**config.mk**
```make
export PLATFORM = sky130hd
export DESIGN_NAME = ram_port_arbiter_flat
export DESIGN_NICKNAME = d
export VERILOG_FILES = /design/src/rtl/ram_port_arbiter_if.sv /design/src/rtl/ram_port_arbiter.sv /design/src/flat_wrapper.sv
export SDC_FILE = /design/constraint.sdc
export NUM_CORES = 1
export LEC_CHECK = 0
export ABC_CLOCK_PERIOD_IN_PS = 1200
export BUFFER_PORTS_ARGS = -buffer_cell sky130_fd_sc_hd__buf_2
export CAP_MARGIN = 20
export CORE_ASPECT_RATIO = 0.5
export CORE_MARGIN = 4
export CORE_UTILIZATION = 39
export CTS_CLUSTER_DIAMETER = 60
export CTS_CLUSTER_SIZE = 25
export DETAILED_ROUTE_END_ITERATION = 8
export PLACE_DENSITY = 0.75
export SLEW_MARGIN = 20
export SYNTH_ARGS = -nofsm -noshare
export SYNTH_HDL_FRONTEND = slang
export SYNTH_SLANG_ARGS = --single-unit
export TNS_END_PERCENT = 20
```
**constraint.sdc**
```tcl
create_clock -name clk -period 1.2 [get_ports clk]
set_input_delay 0.06 -clock clk [delete_from_list [all_inputs] [get_ports clk]]
set_output_delay 0.06 -clock clk [all_outputs]
set_load 0.02 [all_outputs]
```
**src/rtl/ram_port_arbiter_if.sv**
```systemverilog
// Requester-side bus of ram_port_arbiter: two request/grant/read-return
// channels (A and B). The requesters drive through the master modport, the
// arbiter sits on the slave modport.
interface ram_port_arbiter_if #(
    parameter int AW = 4,
    parameter int DW = 8
);
    logic          a_req;
    logic          a_we;
    logic [AW-1:0] a_addr;
    logic [DW-1:0] a_wdata;
    logic          a_gnt;
    logic          a_rvalid;
    logic [DW-1:0] a_rdata;

    logic          b_req;
    logic          b_we;
    logic [AW-1:0] b_addr;
    logic [DW-1:0] b_wdata;
    logic          b_gnt;
    logic          b_rvalid;
    logic [DW-1:0] b_rdata;

    modport master (
        output a_req, a_we, a_addr, a_wdata,
        output b_req, b_we, b_addr, b_wdata,
        input  a_gnt, a_rvalid, a_rdata,
        input  b_gnt, b_rvalid, b_rdata
    );

    modport slave (
        input  a_req, a_we, a_addr, a_wdata,
        input  b_req, b_we, b_addr, b_wdata,
        output a_gnt, a_rvalid, a_rdata,
        output b_gnt, b_rvalid, b_rdata
    );
endinterface

```
**src/rtl/ram_port_arbiter.sv**
```systemverilog
// ram_port_arbiter: zero-fills a 2**AW x DW single-port synchronous RAM after
// reset or on clr, then shares its port between requesters A and B.
// Grants are combinational; the RAM command is registered; read data returns
// to its owner two cycles after the grant via a two-stage tag pipeline.
// Optional macro RAM_ARB_FIXED_PRI_EN: fixed priority (A wins ties) instead
// of round-robin; the round-robin pointer is then not built.
module ram_port_arbiter #(
    parameter int AW = 4,
    parameter int DW = 8
) (
    input  logic                 clk,
    input  logic                 rst_n,
    input  logic                 clr,
    output logic                 init_done,
    ram_port_arbiter_if.slave    bus,
    output logic                 ram_we,
    output logic [AW-1:0]        ram_addr,
    output logic [DW-1:0]        ram_din,
    input  logic [DW-1:0]        ram_dout
);
    localparam int DEPTH = 2 ** AW;

    typedef enum logic {INIT, RUN} state_t;

    state_t        state_reg;
    logic [AW-1:0] cnt_reg;
    logic          init_done_reg;
    logic          ram_we_reg;
    logic [AW-1:0] ram_addr_reg;
    logic [DW-1:0] ram_din_reg;

    // Tag of the command currently on the RAM port, then of the data on ram_dout.
    logic          tag_read_reg;
    logic          tag_id_reg;      // 0 = A, 1 = B
    logic          ret_read_reg;
    logic          ret_id_reg;

    logic          grant_ok;
    logic          a_win;
    logic          gnt_a;
    logic          gnt_b;
    logic          any_gnt;
    logic          sel_we;
    logic [AW-1:0] sel_addr;
    logic [DW-1:0] sel_wdata;

    assign grant_ok = (state_reg == RUN) && !clr;

`ifdef RAM_ARB_FIXED_PRI_EN
    assign a_win = bus.a_req;
`else
    // Set when B should win the next tie, i.e. A was granted last.
    logic favor_b_reg;

    assign a_win = bus.a_req && (!bus.b_req || !favor_b_reg);

    // Round-robin pointer: moves only when something is granted.
    always_ff @(posedge clk or negedge rst_n) begin
        if (!rst_n)
            favor_b_reg <= 1'b0;
        else if (any_gnt)
            favor_b_reg <= gnt_a;
    end
`endif

    assign gnt_a     = grant_ok && a_win;
    assign gnt_b     = grant_ok && bus.b_req && !a_win;
    assign any_gnt   = gnt_a || gnt_b;
    assign sel_we    = gnt_b ? bus.b_we    : bus.a_we;
    assign sel_addr  = gnt_b ? bus.b_addr  : bus.a_addr;
    assign sel_wdata = gnt_b ? bus.b_wdata : bus.a_wdata;

    // Control FSM: zero-fill sequencing, init_done and the RAM command register.
    always_ff @(posedge clk or negedge rst_n) begin
        if (!rst_n) begin
            state_reg     <= INIT;
            cnt_reg       <= '0;
            init_done_reg <= 1'b0;
            ram_we_reg    <= 1'b0;
            ram_addr_reg  <= '0;
            ram_din_reg   <= '0;
        end else if (clr) begin
            // Restart the fill; the clr cycle itself issues no write.
            state_reg     <= INIT;
            cnt_reg       <= '0;
            init_done_reg <= 1'b0;
            ram_we_reg    <= 1'b0;
        end else begin
            case (state_reg)
                INIT: begin
                    ram_we_reg   <= 1'b1;
                    ram_addr_reg <= cnt_reg;
                    ram_din_reg  <= '0;
                    cnt_reg      <= cnt_reg + AW'(1);
                    if (cnt_reg == AW'(DEPTH - 1)) begin
                        state_reg     <= RUN;
                        init_done_reg <= 1'b1;
                    end
                end
                RUN: begin
                    if (any_gnt) begin
                        ram_we_reg   <= sel_we;
                        ram_addr_reg <= sel_addr;
                        ram_din_reg  <= sel_wdata;
                    end else begin
                        // Idle: addr/din hold, the resulting RAM read is ignored.
                        ram_we_reg <= 1'b0;
                    end
                end
                default: state_reg <= INIT;
            endcase
        end
    end

    // Read-return tags: not touched by clr so in-flight reads always complete.
    always_ff @(posedge clk or negedge rst_n) begin
        if (!rst_n) begin
            tag_read_reg <= 1'b0;
            tag_id_reg   <= 1'b0;
            ret_read_reg <= 1'b0;
            ret_id_reg   <= 1'b0;
        end else begin
            tag_read_reg <= any_gnt && !sel_we;
            tag_id_reg   <= gnt_b;
            ret_read_reg <= tag_read_reg;
            ret_id_reg   <= tag_id_reg;
        end
    end

    assign init_done    = init_done_reg;
    assign ram_we       = ram_we_reg;
    assign ram_addr     = ram_addr_reg;
    assign ram_din      = ram_din_reg;

    assign bus.a_gnt    = gnt_a;
    assign bus.b_gnt    = gnt_b;
    assign bus.a_rvalid = ret_read_reg && !ret_id_reg;
    assign bus.b_rvalid = ret_read_reg &&  ret_id_reg;
    assign bus.a_rdata  = ram_dout;
    assign bus.b_rdata  = ram_dout;
endmodule

```
**src/flat_wrapper.sv**
```systemverilog
// flat-port wrapper written by rule: the top's interface ports become plain ports
module ram_port_arbiter_flat 
#(
    parameter int AW = 4,
    parameter int DW = 8
)
  (clk, rst_n, clr, init_done, ram_we, ram_addr, ram_din, ram_dout, bus_a_req, bus_a_we, bus_a_addr, bus_a_wdata, bus_b_req, bus_b_we, bus_b_addr, bus_b_wdata, bus_a_gnt, bus_a_rvalid, bus_a_rdata, bus_b_gnt, bus_b_rvalid, bus_b_rdata);
  ram_port_arbiter_if #(.AW(AW), .DW(DW)) bus_i ();
  input  logic clk;
  input  logic rst_n;
  input  logic clr;
  output logic init_done;
  output logic ram_we;
  output logic [AW-1:0] ram_addr;
  output logic [DW-1:0] ram_din;
  input  logic [DW-1:0] ram_dout;
  input wire logic [$bits(bus_i.a_req)-1:0] bus_a_req;
  input wire logic [$bits(bus_i.a_we)-1:0] bus_a_we;
  input wire logic [$bits(bus_i.a_addr)-1:0] bus_a_addr;
  input wire logic [$bits(bus_i.a_wdata)-1:0] bus_a_wdata;
  input wire logic [$bits(bus_i.b_req)-1:0] bus_b_req;
  input wire logic [$bits(bus_i.b_we)-1:0] bus_b_we;
  input wire logic [$bits(bus_i.b_addr)-1:0] bus_b_addr;
  input wire logic [$bits(bus_i.b_wdata)-1:0] bus_b_wdata;
  output wire logic [$bits(bus_i.a_gnt)-1:0] bus_a_gnt;
  output wire logic [$bits(bus_i.a_rvalid)-1:0] bus_a_rvalid;
  output wire logic [$bits(bus_i.a_rdata)-1:0] bus_a_rdata;
  output wire logic [$bits(bus_i.b_gnt)-1:0] bus_b_gnt;
  output wire logic [$bits(bus_i.b_rvalid)-1:0] bus_b_rvalid;
  output wire logic [$bits(bus_i.b_rdata)-1:0] bus_b_rdata;
  assign bus_i.a_req = bus_a_req;
  assign bus_i.a_we = bus_a_we;
  assign bus_i.a_addr = bus_a_addr;
  assign bus_i.a_wdata = bus_a_wdata;
  assign bus_i.b_req = bus_b_req;
  assign bus_i.b_we = bus_b_we;
  assign bus_i.b_addr = bus_b_addr;
  assign bus_i.b_wdata = bus_b_wdata;
  assign bus_a_gnt = bus_i.a_gnt;
  assign bus_a_rvalid = bus_i.a_rvalid;
  assign bus_a_rdata = bus_i.a_rdata;
  assign bus_b_gnt = bus_i.b_gnt;
  assign bus_b_rvalid = bus_i.b_rvalid;
  assign bus_b_rdata = bus_i.b_rdata;
  ram_port_arbiter #(.AW(AW), .DW(DW)) u_core (.clk(clk), .rst_n(rst_n), .clr(clr), .init_done(init_done), .bus(bus_i), .ram_we(ram_we), .ram_addr(ram_addr), .ram_din(ram_din), .ram_dout(ram_dout));
endmodule
```
=== Yosys cells after proc, flatten, opt, wreduce, memory -nomap -nowiden ===
Index checks and enable logic that the tools add are counted.

* Register bits: 24
* Latch bits: 0
* RAM bits: 0
* Bits in read-only memories: 0
* Input bits: 39
* Output and inout port bits: 34
* Word-level logic and storage cells: 54
* Memories kept: 0

* $add $sub $neg: 1
* Multipliers: 0
* Divide/modulo/power cells: 0
* Magnitude comparators: 0
* Equality and inequality tests: 3
* Shift operators: 0
* Muxes and demuxes: 18
* Bitwise gates (word level): 2
* Reduce and logical (&&, ||, !) cells: 19

{| class="wikitable"
|+ Operators by type and width
! operator !! count
|-
| $mux W4 || 4
|-
| $mux W8 || 2
|-
| $pmux W8 S2 || 1
|-
| $mux W1 || 9
|-
| $logic_and A1 B1 Y1 || 8
|-
| $pmux W4 S2 || 1
|-
| $logic_not A1 Y1 || 6
|-
| $add A4 B1 Y4 const B || 1
|-
| $eq A4 B4 Y1 const B || 1
|-
| $ne A2 B2 Y1 const B || 2
|-
| $reduce_and A2 Y1 || 2
|-
| $logic_or A1 B1 Y1 || 2
|-
| $not A1 Y1 || 2
|-
| $pmux W1 S2 || 1
|-
| $reduce_bool A2 Y1 || 1
|}

=== Longest topological paths before layout ===
Gate-level depths: netlist of run 1.

* Word-level depth: 9
* Depth in mapped cells: 5
* Gate-level depth less buffers: 4

=== Worst setup path before layout of run 1 ===
No wires, ideal clock.

* Path type: register to register
* Start: register u_core.favor_b_reg
* End: register u_core.tag_id_reg
* Library setup time: 0.149 ns
* Arrival time: 1.147 ns
* Required time: 1.051 ns
* Slack: -0.096 ns
* Stages on the path, launching flop included: 5
* Path buffers: 1
* Period minus slack after synthesis: 1.296 ns
* Cells stage by stage: dfrtp_1 > nand2b_1 > nand3b_2 > buf_6 > nor2_1

* Longest elaborated chain between the ends: 5

{| class="wikitable"
|+ Ends and longest elaborated chain
! what !! RTL line !! RTL
|-
| start: declaration || ram_port_arbiter.sv:53 || <nowiki>logic favor_b_reg;</nowiki>
|-
| start signal: assignment || ram_port_arbiter.sv:62 || <nowiki>favor_b_reg <= gnt_a;</nowiki>
|-
| $logic_not A1 Y1 || ram_port_arbiter.sv:55 || <nowiki>assign a_win = bus.a_req && (!bus.b_req || !favor_b_reg);</nowiki>
|-
| $logic_or A1 B1 Y1 || ram_port_arbiter.sv:55 ||
|-
| $logic_and A1 B1 Y1 || ram_port_arbiter.sv:55 ||
|-
| $logic_not A1 Y1 || ram_port_arbiter.sv:67 || <nowiki>assign gnt_b = grant_ok && bus.b_req && !a_win;</nowiki>
|-
| $logic_and A1 B1 Y1 || ram_port_arbiter.sv:67 ||
|-
| named net bus_b_gnt || flat_wrapper.sv:28 || <nowiki>output wire logic [$bits(bus_i.b_gnt)-1:0] bus_b_gnt;</nowiki>
|-
| end signal: assignment || ram_port_arbiter.sv:124 || <nowiki>tag_id_reg <= gnt_b;</nowiki>
|-
| end: declaration || ram_port_arbiter.sv:34 || <nowiki>logic tag_id_reg;</nowiki>
|}

The timed path passes the listed nets, and every way through them passes these cells.
A chain may end at the register's enable or synchronous reset.

=== Worst setup path in the final report of run 1 ===
* Start: register u_core.state_reg
* End: output port bus_a_gnt

* Longest elaborated chain between the ends: 2

{| class="wikitable"
|+ Ends and longest elaborated chain
! what !! RTL line !! RTL
|-
| start: declaration || ram_port_arbiter.sv:25 || <nowiki>state_t state_reg;</nowiki>
|-
| start signal: assignment || ram_port_arbiter.sv:76 || <nowiki>state_reg <= INIT;</nowiki>
|-
| start signal: assignment || ram_port_arbiter.sv:84 || <nowiki>state_reg <= INIT;</nowiki>
|-
| start signal: assignment || ram_port_arbiter.sv:96 || <nowiki>state_reg <= RUN;</nowiki>
|-
| $logic_and A1 B1 Y1 || ram_port_arbiter.sv:47 || <nowiki>assign grant_ok = (state_reg == RUN) && !clr;</nowiki>
|-
| $logic_and A1 B1 Y1 || ram_port_arbiter.sv:66 || <nowiki>assign gnt_a = grant_ok && a_win;</nowiki>
|-
| end: declaration || flat_wrapper.sv:25 || <nowiki>output wire logic [$bits(bus_i.a_gnt)-1:0] bus_a_gnt;</nowiki>
|}

Every way passes these cells.

==> metrics, run 1 <==
crit start category=register; r2r endpoint=u_core.cnt_reg[2]$_DFFE_PN0P_; routability cong.=0.806; largest area contributor in the netlist=dfrtp_1; CP Capture Type=output port; CTS Buf Count=3; Critical R2R Launch=u_core.state_reg$_DFF_PN0_; Final min period=1.24 ns; GRT Residual Overflow=0; Overall Global Routing Usage=13.4%; placed insts=192; asr flop ratio synth=100%; Met2 Routed Length=1510 um; failing checks=setup timing; CTS H-tree lvls=1; Clock Path Buffers=2; cells after synthesis=121; post-synth top area share=47.5%; Fin. Hold Viols=0; die area=4270 sq um; Mapped Nets=161; die height=48.3 um; Netlist cell types=32; later-pin clock latency in the skew report=0.26 ns; fin util=52.9%; Synth area leaders=dfrtp_1 (47%), mux2i_1 (11%), buf_4 (9.5%), o21ai_1 (3.6%), nand2_1 (3.0%); R2R setup slack=-0.03 ns; final non-filler cell total=203; period utilization=103%; DRC=0; total clock sinks=24; Antenna Cells=0; Post-layout nets=205; Initial Util=41.5%; IO Port Bufs=48; Worst R2R Path Depth=5; final count of negative-setup-slack endpoints=6; Worst-Margin Slew=0.528 ns; ys flop type=dfrtp_1; number of synthesized register bits=24; Final WS setup=-0.0380 ns; Core Area=3050 sq um; Met3 Routed Length=164 um; Final Skew=0.00310 ns; Critical Path Source=u_core.state_reg$_DFF_PN0_; outcome=finished with violations; max reg flops=8; CP Class=reg -> out; via-per-instance ratio=4.82; vias in the first global route=1013; Pre-antenna DRT Iters=4; Core Rows=14; CP Max Fanout=6; Reg clk slew, reported paths=0.07 ns; sequential fraction of the synthesis area=47.5%; crit path to=bus_a_gnt; largest net degree at the start of global routing=25; Final ANT Viol Nets=0; Via Count=979; die extent in x=88.5 um; mapped cell area=1260 sq um; initial DRC count=23; top sig layer=met4; critical path arrival=1.18 ns; Slew headroom=64.8%; max_cap viols=0; clk root buf=clkbuf_8; pwr dens=976 nW/um^2; Final Slew Violations=0; # fillers=289; RSZ-0062 raised after global routing=true; routed length on met1=1030 um; yosys warns=0; Mean Syn Cell Area=10.5 sq um; Leakage Power=0.878 nW; hold_ws=0.0696 ns; CTS tree=built; Hold WC Path Type=in -> reg; EDFF count, synth=0; fmax=808 MHz; initial antenna violation count=0; maximum vdd drop=0.504 mV; share of cells above drive strength 1=49.1%; setup TNS=-0.105 ns; first-pass GRT wire length=4370 um; DPL Wire Length=2000 um; CP required=1.14 ns; drt wl/cell=13.6 um; Area growth syn-to-layout=27.5%; I/O pin total=73; Placed Area=1440 sq um; drt total wl=2760 um; Final Instance Area=1610 sq um
==> synthesized netlist by cell type, types with 2 or more instances <==
master,number
a21oi_1,6
and2_1,2
buf_4,16
buf_6,3
dfrtp_1,24
mux2i_1,14
nand2_1,10
nor2_1,8
nor3b_1,4
o21ai_0,3
o21ai_1,9
xor2_1,2
==> repair_timing <==
action,CTS,global route
pin swaps,2,3
buffers inserted,5,2
setup endpoints to repair,8,16
hold endpoints to repair,24,0
hold buffers,1,0
resized for setup,9,10
==> layout make-up <==
type	instances	area, sq um	share of cell area, %
Sequential cell	24	601	37.2
Multi-Input combinational cell	75	559	34.7
Timing Repair Buffer	60	353	21.9
Tap cell	40	50.0	3.10
Clock buffer	3	41.3	2.56
Inverter	1	8.76	0.543
==> through the flow <==
| stage | total power [mW] | setup WS (ns) |
|---|---|---|
| floorplan | 1.07 | -0.00364 |
| global placement | 1.10 | 0.0308 |
| detailed placement | 1.11 | -0.0308 |
| CTS | 1.57 | -0.0173 |
| global route | 1.66 | -0.108 |
| finish | 1.57 | -0.0380 |
==> logic make-up after synthesis <==
| family | synth area share, % |
|---|---|
| AO/OA/AOI/OAI | 10.2 |
| flip-flops | 47.5 |
| multiplexers | 11.1 |
| adder cells (fa/ha/maj) | 0.989 |
| XOR/XNOR | 2.08 |
| buffers and inverters | 13.6 |
| AND/OR/NAND/NOR | 14.6 |
==> worst max-delay path: stages, from the launching register on <==
cell and delay (ns):
dfrtp_1 0.43, inv_6 0.07, nor2_4 0.12, and3_4 0.19, buf_6 0.11
==> routing by layer <==
metal  vias up  global-route usage (%)
li1        487                       -
met1       457                    14.4
met2        27                    26.3
met3         8                    3.54
met4         0                    5.72
met5         -                       0
==> power by group <==
group          switching [mW]  internal (mW)  leakage [nW]
combinational           0.135          0.134         0.530
sequential             0.0171          0.833         0.326
clock                   0.231          0.224        0.0216
total                   0.383           1.19         0.878
==> placed cells by master (no fill, tap or decap), types with 2 or more instances in the layout <==
master,instances
nor3b_2,2
nand2_1,10
mux2i_1,12
dfrtp_1,24
nor2_1,6
clkbuf_8,3
buf_4,9
nor3b_1,2
buf_2,46
xor2_1,2
and2_1,2
buf_6,4
a21oi_1,3
mux2i_2,2
a21oi_2,3
o21ai_1,11
==> worst min-delay path by stage <==
stage,endpoint,startpoint,cells past startpoint,slack [ns]
after CTS,u_core.ram_addr[2]$_DFFE_PN0P_,bus_b_addr[2],3,0.07
after global routing,u_core.ram_din[4]$_DFFE_PN0P_,bus_b_wdata[4],3,0.07
after detailed placement,u_core.cnt_reg[2]$_DFFE_PN0P_,rst_n,1,0.07
final,u_core.ram_addr[2]$_DFFE_PN0P_,bus_b_addr[2],3,0.07
after floorplan,u_core.cnt_reg[0]$_DFFE_PN0P_,rst_n,0,-0.24
after global placement,u_core.cnt_reg[2]$_DFFE_PN0P_,rst_n,1,0.06
(Power assumes the default switching activity.)
==> run 2, diff against run 1 <==
--- a/config.mk
+++ b/config.mk
@@ -6,15 +6,14 @@
 export NUM_CORES = 1
 export LEC_CHECK = 0
 export ABC_CLOCK_PERIOD_IN_PS = 1200
-export BUFFER_PORTS_ARGS = -buffer_cell sky130_fd_sc_hd__buf_2
 export CAP_MARGIN = 20
-export CORE_ASPECT_RATIO = 0.5
 export CORE_MARGIN = 4
-export CORE_UTILIZATION = 39
+export CORE_UTILIZATION = 55
 export CTS_CLUSTER_DIAMETER = 60
 export CTS_CLUSTER_SIZE = 25
 export DETAILED_ROUTE_END_ITERATION = 8
-export PLACE_DENSITY = 0.75
+export DONT_BUFFER_PORTS = 1
+export PLACE_DENSITY = 0.73
 export SLEW_MARGIN = 20
 export SYNTH_ARGS = -nofsm -noshare
 export SYNTH_HDL_FRONTEND = slang
==> run 2 against run 1 <==
Effect of this change: the flow finishes with violations (hold timing, setup timing); largest cell class unchanged; via count down 2.8%; sequential share of layout area up 0.85 points; register-to-register slack worse by 0.07 ns; hold slack worse by 0.29 ns; critical path depth up 1; combinational power down 7.8%; first-iteration DRC count down 22%; sequential cell count unchanged; global-route usage up 8.1 points.
==> metrics, run 2 (synthesis gave the netlist of run 1 again) <==
failing checks=hold timing, setup timing; CTS H-tree lvls=1 (unchanged); maximum vdd drop=1.05 mV (+110%); DPL Wire Length=1710 um (-14%); CP Capture Type=register; Place WS=-0.0410 ns (-0.0101 ns); Final Skew=0.00642 ns (+0.00332 ns); Hold WC Path Type=in -> reg; Post-layout nets=181 (-12%); crit path to=u_core.ram_din[0]$_DFFE_PN0P_; commonest cells after routing, fill and taps aside=dlygate4sd3_1 (26), dfrtp_1 (23), mux2i_1 (13), o21ai_1 (11), nand2_1 (9); I/O pin total=73 (unchanged); CP Class=reg -> reg; outcome=finished with violations; Via Count=952 (-2.8%); Final ANT Viol Nets=0 (unchanged); critical path arrival=1.52 ns (+0.34 ns); via-per-instance ratio=5.63 (+17%); RSZ-0062 raised after global routing=true; Slew headroom=63.9% (-0.92 points); die extent in x=56.0 um (-37%); first-pass GRT wire length=5130 um (+17%); combinational power share=15.9% (-1.2 points); vias in the first global route=991 (-2.2%); hold_ws=-0.224 ns (-0.293 ns); Pint=1.16 mW (-2.2%); CP Max Fanout=10 (+4); r2r endpoint=u_core.ram_din[0]$_DFFE_PN0P_; switching part of the total=25.2% (+0.85 points); Sequential Power Share=56.0% (+2.0 points); crit start category=register; Worst-Margin Slew=0.541 ns (+0.0138 ns); period utilization=108% (+5.1 points); max reg flops=8 (unchanged); max_cap viols=0 (unchanged); Core Area=2190 sq um (-28%); Worst R2R Path Depth=5 (unchanged); total clock sinks=24 (unchanged); Leakage Power=0.758 nW (-14%); IO Port Bufs=0 (-100%); GRT Residual Overflow=0 (unchanged); Pre-antenna DRT Iters=4 (unchanged); placed insts=132 (-31%); DRC=0 (unchanged); Clock Power Share=28.1% (-0.8 points); Reg clk slew, reported paths=0.13 ns (+0.06 ns); Final WS setup=-0.0990 ns (-0.0611 ns); fin util=72.1% (+19 points); final count of negative-setup-slack endpoints=15 (+9); initial antenna violation count=1 (+1); Fin. Hold Viols=13 (+13); clk root buf=clkbuf_4; Switch Pwr=0.392 mW (+2.3%); Final min period=1.30 ns (+0.0611 ns); die height=56.0 um (+16%); setup TNS=-0.643 ns (-0.538 ns); leading cell type in the layout, fill and taps excluded=dlygate4sd3_1; share of cells above drive strength 1=20.7% (-28 points); drt wl/cell=19.0 um (+40%); later-pin clock latency in the skew report=0.32 ns (+0.06 ns); die area=3130 sq um (-27%); CP required=1.42 ns (+0.28 ns); largest net degree at the start of global routing=25 (unchanged); Critical R2R Launch=u_core.favor_b_reg$_DFFE_PN0P_; drt total wl=3220 um (+17%); Critical Path Source=u_core.favor_b_reg$_DFFE_PN0P_; Final Slew Violations=0 (unchanged); CTS tree=built; final non-filler cell total=169 (-17%); Area growth syn-to-layout=24.9%; Initial Util=57.7% (+16 points); CTS Buf Count=3 (unchanged); routability cong.=0.729 (-9.6%); pwr dens=985 nW/um^2 (+0.91%); fmax=770 MHz (-4.7%); initial DRC count=18 (-22%); Clock Path Buffers=2 (unchanged); R2R setup slack=-0.1 ns (-0.07 ns); Overall Global Routing Usage=21.5% (+8.1 points); Core Rows=17 (+3)
[run 2: how the worst min path moves through the flow]
stage                from  slack, ns                       endpoint  cells after the start
floorplan           rst_n      -0.24  u_core.cnt_reg[0]$_DFFE_PN0P_                      0
global placement    rst_n      -0.23  u_core.ret_read_reg$_DFF_PN0_                      0
detailed placement  rst_n      -0.23    u_core.ret_id_reg$_DFF_PN0_                      0
CTS                   clr      -0.22     u_core.state_reg$_DFF_PN0_                      1
global route          clr      -0.24  u_core.cnt_reg[3]$_DFFE_PN0P_                      1
finish                clr      -0.22  u_core.cnt_reg[3]$_DFFE_PN0P_                      1
[run 2: power by group through the flow]
stage / sequential, mW / combinational, mW / clock (mW)
floorplan: 0.883 / 0.190 / 0
global placement: 0.887 / 0.117 / 0
detailed placement: 0.889 / 0.122 / 0
global route: 0.875 / 0.271 / 0.465
CTS: 0.871 / 0.225 / 0.426
finish: 0.872 / 0.248 / 0.437
[run 2: routing by layer]
metal	wire length, um	GRT usage (%)	vias up	share of wire, %
li1	-	-	440	-
met1	1120	23.4	462	35
met2	1790	38.0	42	56
met3	211	6.96	8	6.6
met4	98	9.49	0	3.0
met5	0	0	-	0
[run 2: critical path: stages, from the launching register on]
cell      delay, ns
dfrtp_1        0.42
nand2b_4       0.16
nand3b_4       0.11
buf_12         0.16
mux2i_4        0.25
o21ai_2        0.08
[run 2: layout make-up]
class	instances	area (sq um)
timing repair buffer	36	349
inverter	1	8.76
tap	28	35.0
antenna	1	2.50
sequential	24	602
clock buffer	4	36.3
fill	148	611
multi-input combinational	75	547
[run 2: what timing repair did]
action	4_1_cts	5_1_grt
resized for setup	12	4
hold endpoints to repair	46	35
endpoints found under the setup margin	15	16
buffers inserted	4	1
pin swaps	4	1
hold buffers	26	1
[run 2: through the flow]
stage	power [mW]	cell area, sq um	hold WS [ns]
2_1_floorplan	1.07	1290	-0.236
3_3_place_gp	1.00	1190	-0.235
3_5_place_dp	1.01	1190	-0.235
4_1_cts	1.52	1550	-0.219
5_1_grt	1.61	1580	-0.235
6_report	1.56	1580	-0.224
==> run 3, diff against run 2 <==
--- a/config.mk
+++ b/config.mk
@@ -5,15 +5,16 @@
 export SDC_FILE = /design/constraint.sdc
 export NUM_CORES = 1
 export LEC_CHECK = 0
-export ABC_CLOCK_PERIOD_IN_PS = 1200
+export ABC_CLOCK_PERIOD_IN_PS = 1100
+export BUFFER_PORTS_ARGS = -buffer_cell sky130_fd_sc_hd__buf_2
 export CAP_MARGIN = 20
+export CORE_ASPECT_RATIO = 0.5
 export CORE_MARGIN = 4
-export CORE_UTILIZATION = 55
+export CORE_UTILIZATION = 39
 export CTS_CLUSTER_DIAMETER = 60
 export CTS_CLUSTER_SIZE = 25
 export DETAILED_ROUTE_END_ITERATION = 8
-export DONT_BUFFER_PORTS = 1
-export PLACE_DENSITY = 0.73
+export PLACE_DENSITY = 0.75
 export SLEW_MARGIN = 20
 export SYNTH_ARGS = -nofsm -noshare
 export SYNTH_HDL_FRONTEND = slang
==> constraint.sdc (replaced) <==
create_clock -name clk -period 1.1 [get_ports clk]
set_input_delay 0.055 -clock clk [delete_from_list [all_inputs] [get_ports clk]]
set_output_delay 0.055 -clock clk [all_outputs]
set_load 0.02 [all_outputs]
==> run 3 against run 2 <==
Effect of this change: the flow finishes with violations (setup timing); critical path depth fell by 1; clock power increased by 37%; first-iteration DRC count up 120%; sequential cell count stayed put; via count grew 5.5%; largest cell class unchanged; highest routed layer unchanged.
==> metrics, run 3 (synthesis gave the netlist of run 1 again) <==
outcome=finished with violations; failing checks=setup timing; CP Capture Type=output port; Pint=1.39 mW (+19%); max_cap viols=0 (unchanged); CP required=1.04 ns (-0.38 ns); Critical Path Source=u_core.favor_b_reg$_DFFE_PN0P_; period utilization=112%; hold depth=3 (+2); IO Port Bufs=48 (+48); pwr dens=1110 nW/um^2 (+13%); hold path start=bus_b_wdata[0]; fin util=54.4% (-18 points); Worst R2R Path Depth=5 (unchanged); initial antenna violation count=0 (-1); DRC=0 (unchanged); Clock Power Share=32.5% (+4.4 points); Initial Util=41.5% (-16 points); critical path arrival=1.17 ns (-0.35 ns); switching part of the total=24.5% (-0.74 points); clk root buf=clkbuf_8; CTS H-tree lvls=1 (unchanged); Sequential Power Share=50.3% (-5.7 points); final non-filler cell total=206 (+22%); die extent in x=88.5 um (+58%); placed insts=194 (+47%); Worst-Margin Slew=0.536 ns (-0.00572 ns); Final Skew=0.00377 ns (-0.00265 ns); Antenna Cells=0 (-1); CTS Buf Count=3 (unchanged); Hold WC Path Type=in -> reg; drt total wl=3010 um (-6.4%); Reg clk slew, reported paths=0.08 ns (-0.05 ns); Critical R2R Launch=u_core.favor_b_reg$_DFFE_PN0P_; largest net degree at the start of global routing=25 (unchanged); maximum vdd drop=0.516 mV (-51%); commonest cells after routing, fill and taps aside=buf_2 (46), dfrtp_1 (23), mux2i_1 (14), nand2_1 (10), o21ai_1 (10); Final ANT Viol Nets=0 (unchanged); initial DRC count=40 (+22); share of cells above drive strength 1=46.4% (+26 points); final count of negative-setup-slack endpoints=17 (+2); crit start category=register; CTS tree=built; I/O pin total=73 (unchanged); Core Rows=14 (-3); die height=48.3 um (-14%); later-pin clock latency in the skew report=0.27 ns (-0.05 ns); Slew headroom=64.3% (+0.38 points); max reg flops=8 (unchanged); Leakage Power=0.912 nW (+20%); Clock Path Buffers=2 (unchanged); CP Class=reg -> out; drt wl/cell=14.6 um (-23%); fmax=815 MHz; combinational power share=17.3% (+1.4 points); Pre-antenna DRT Iters=4 (unchanged); r2r endpoint=u_core.ram_din[3]$_DFFE_PN0P_; Area growth syn-to-layout=31.1%; Fin. Hold Viols=0 (-13); RSZ-0062 raised after global routing=true; Post-layout nets=207 (+14%); vias in the first global route=972 (-1.9%); Core Area=3050 sq um (+39%); Overall Global Routing Usage=14.1% (-7.4 points); Final Instance Area=1660 sq um (+4.9%); Via Count=1004 (+5.5%); via-per-instance ratio=4.87 (-13%); die area=4270 sq um (+37%); hold_ws=0.0527 ns (+0.276 ns); first-pass GRT wire length=4510 um (-12%); GRT Residual Overflow=0 (unchanged); routability cong.=0.806 (+11%); Final Slew Violations=0 (unchanged); leading cell type in the layout, fill and taps excluded=buf_2; DPL Wire Length=1960 um (+15%); Final WS setup=-0.127 ns (-0.0278 ns); Final min period=1.23 ns; Switch Pwr=0.450 mW (+15%); Placed Area=1460 sq um (+23%); R2R setup slack=-0.12 ns (-0.02 ns); total power=1.84 mW (+18%); CP Max Fanout=2 (-8); crit path to=bus_a_gnt; total clock sinks=24 (unchanged)
==> run 3: cell type report <==
cell class                 instances  area (sq um)
inverter                           1          8.76
tap                               40          50.0
fill                             285          1390
timing repair buffer              62           404
sequential                        24           602
multi-input combinational         75           538
clock buffer                       4          55.1
==> run 3: how the worst min path moves through the flow <==
stage,to,slack (ns)
after floorplan,u_core.cnt_reg[0]$_DFFE_PN0P_,-0.24
after global placement,u_core.cnt_reg[2]$_DFFE_PN0P_,0.06
after detailed placement,u_core.cnt_reg[2]$_DFFE_PN0P_,0.07
after CTS,u_core.ram_din[0]$_DFFE_PN0P_,0.05
after global routing,u_core.ram_din[6]$_DFFE_PN0P_,0.05
final,u_core.ram_din[0]$_DFFE_PN0P_,0.05
==> run 3: timing repair <==
item / CTS / global route
hold buffers: 1 / 0
pin swaps: 11 / 0
endpoints found under the setup margin: 16 / 19
endpoints found under the hold margin: 24 / 0
setup buffers: 6 / 0
resized for setup: 11 / 4
cloned: 1 / 0
==> run 3: metrics by stage <==
step | setup slack, ns | setup TNS (ns)
6_report | -0.127 | -1.56
3_5_place_dp | -0.141 | -1.66
3_3_place_gp | -0.109 | -1.14
4_1_cts | -0.110 | -1.44
2_1_floorplan | -0.0730 | -0.801
5_1_grt | -0.190 | -2.68
==> run 3: metal layers <==
metal | vias to the layer above | track usage [%] | part of all wire, %
met2 | 27 | 25.9 | 54
met3 | 6 | 2.87 | 4.5
met4 | 0 | 5.72 | 1.6
li1 | 490 | - | -
met5 | - | 0 | 0
met1 | 481 | 17.0 | 40
==> run 3: worst max-delay path: stages (launching register included) <==
cell and delay (ns):
dfrtp_1 0.39, buf_4 0.14, nand2_1 0.08, and3_1 0.18, buf_6 0.12
==> run 3: power groups by stage <==
stage	combinational [mW]	clock, mW	sequential [mW]
after floorplan	0.207	0	0.963
after global placement	0.253	0	0.942
after detailed placement	0.262	0	0.944
after CTS	0.313	0.615	0.924
after global routing	0.349	0.653	0.929
final	0.318	0.598	0.925
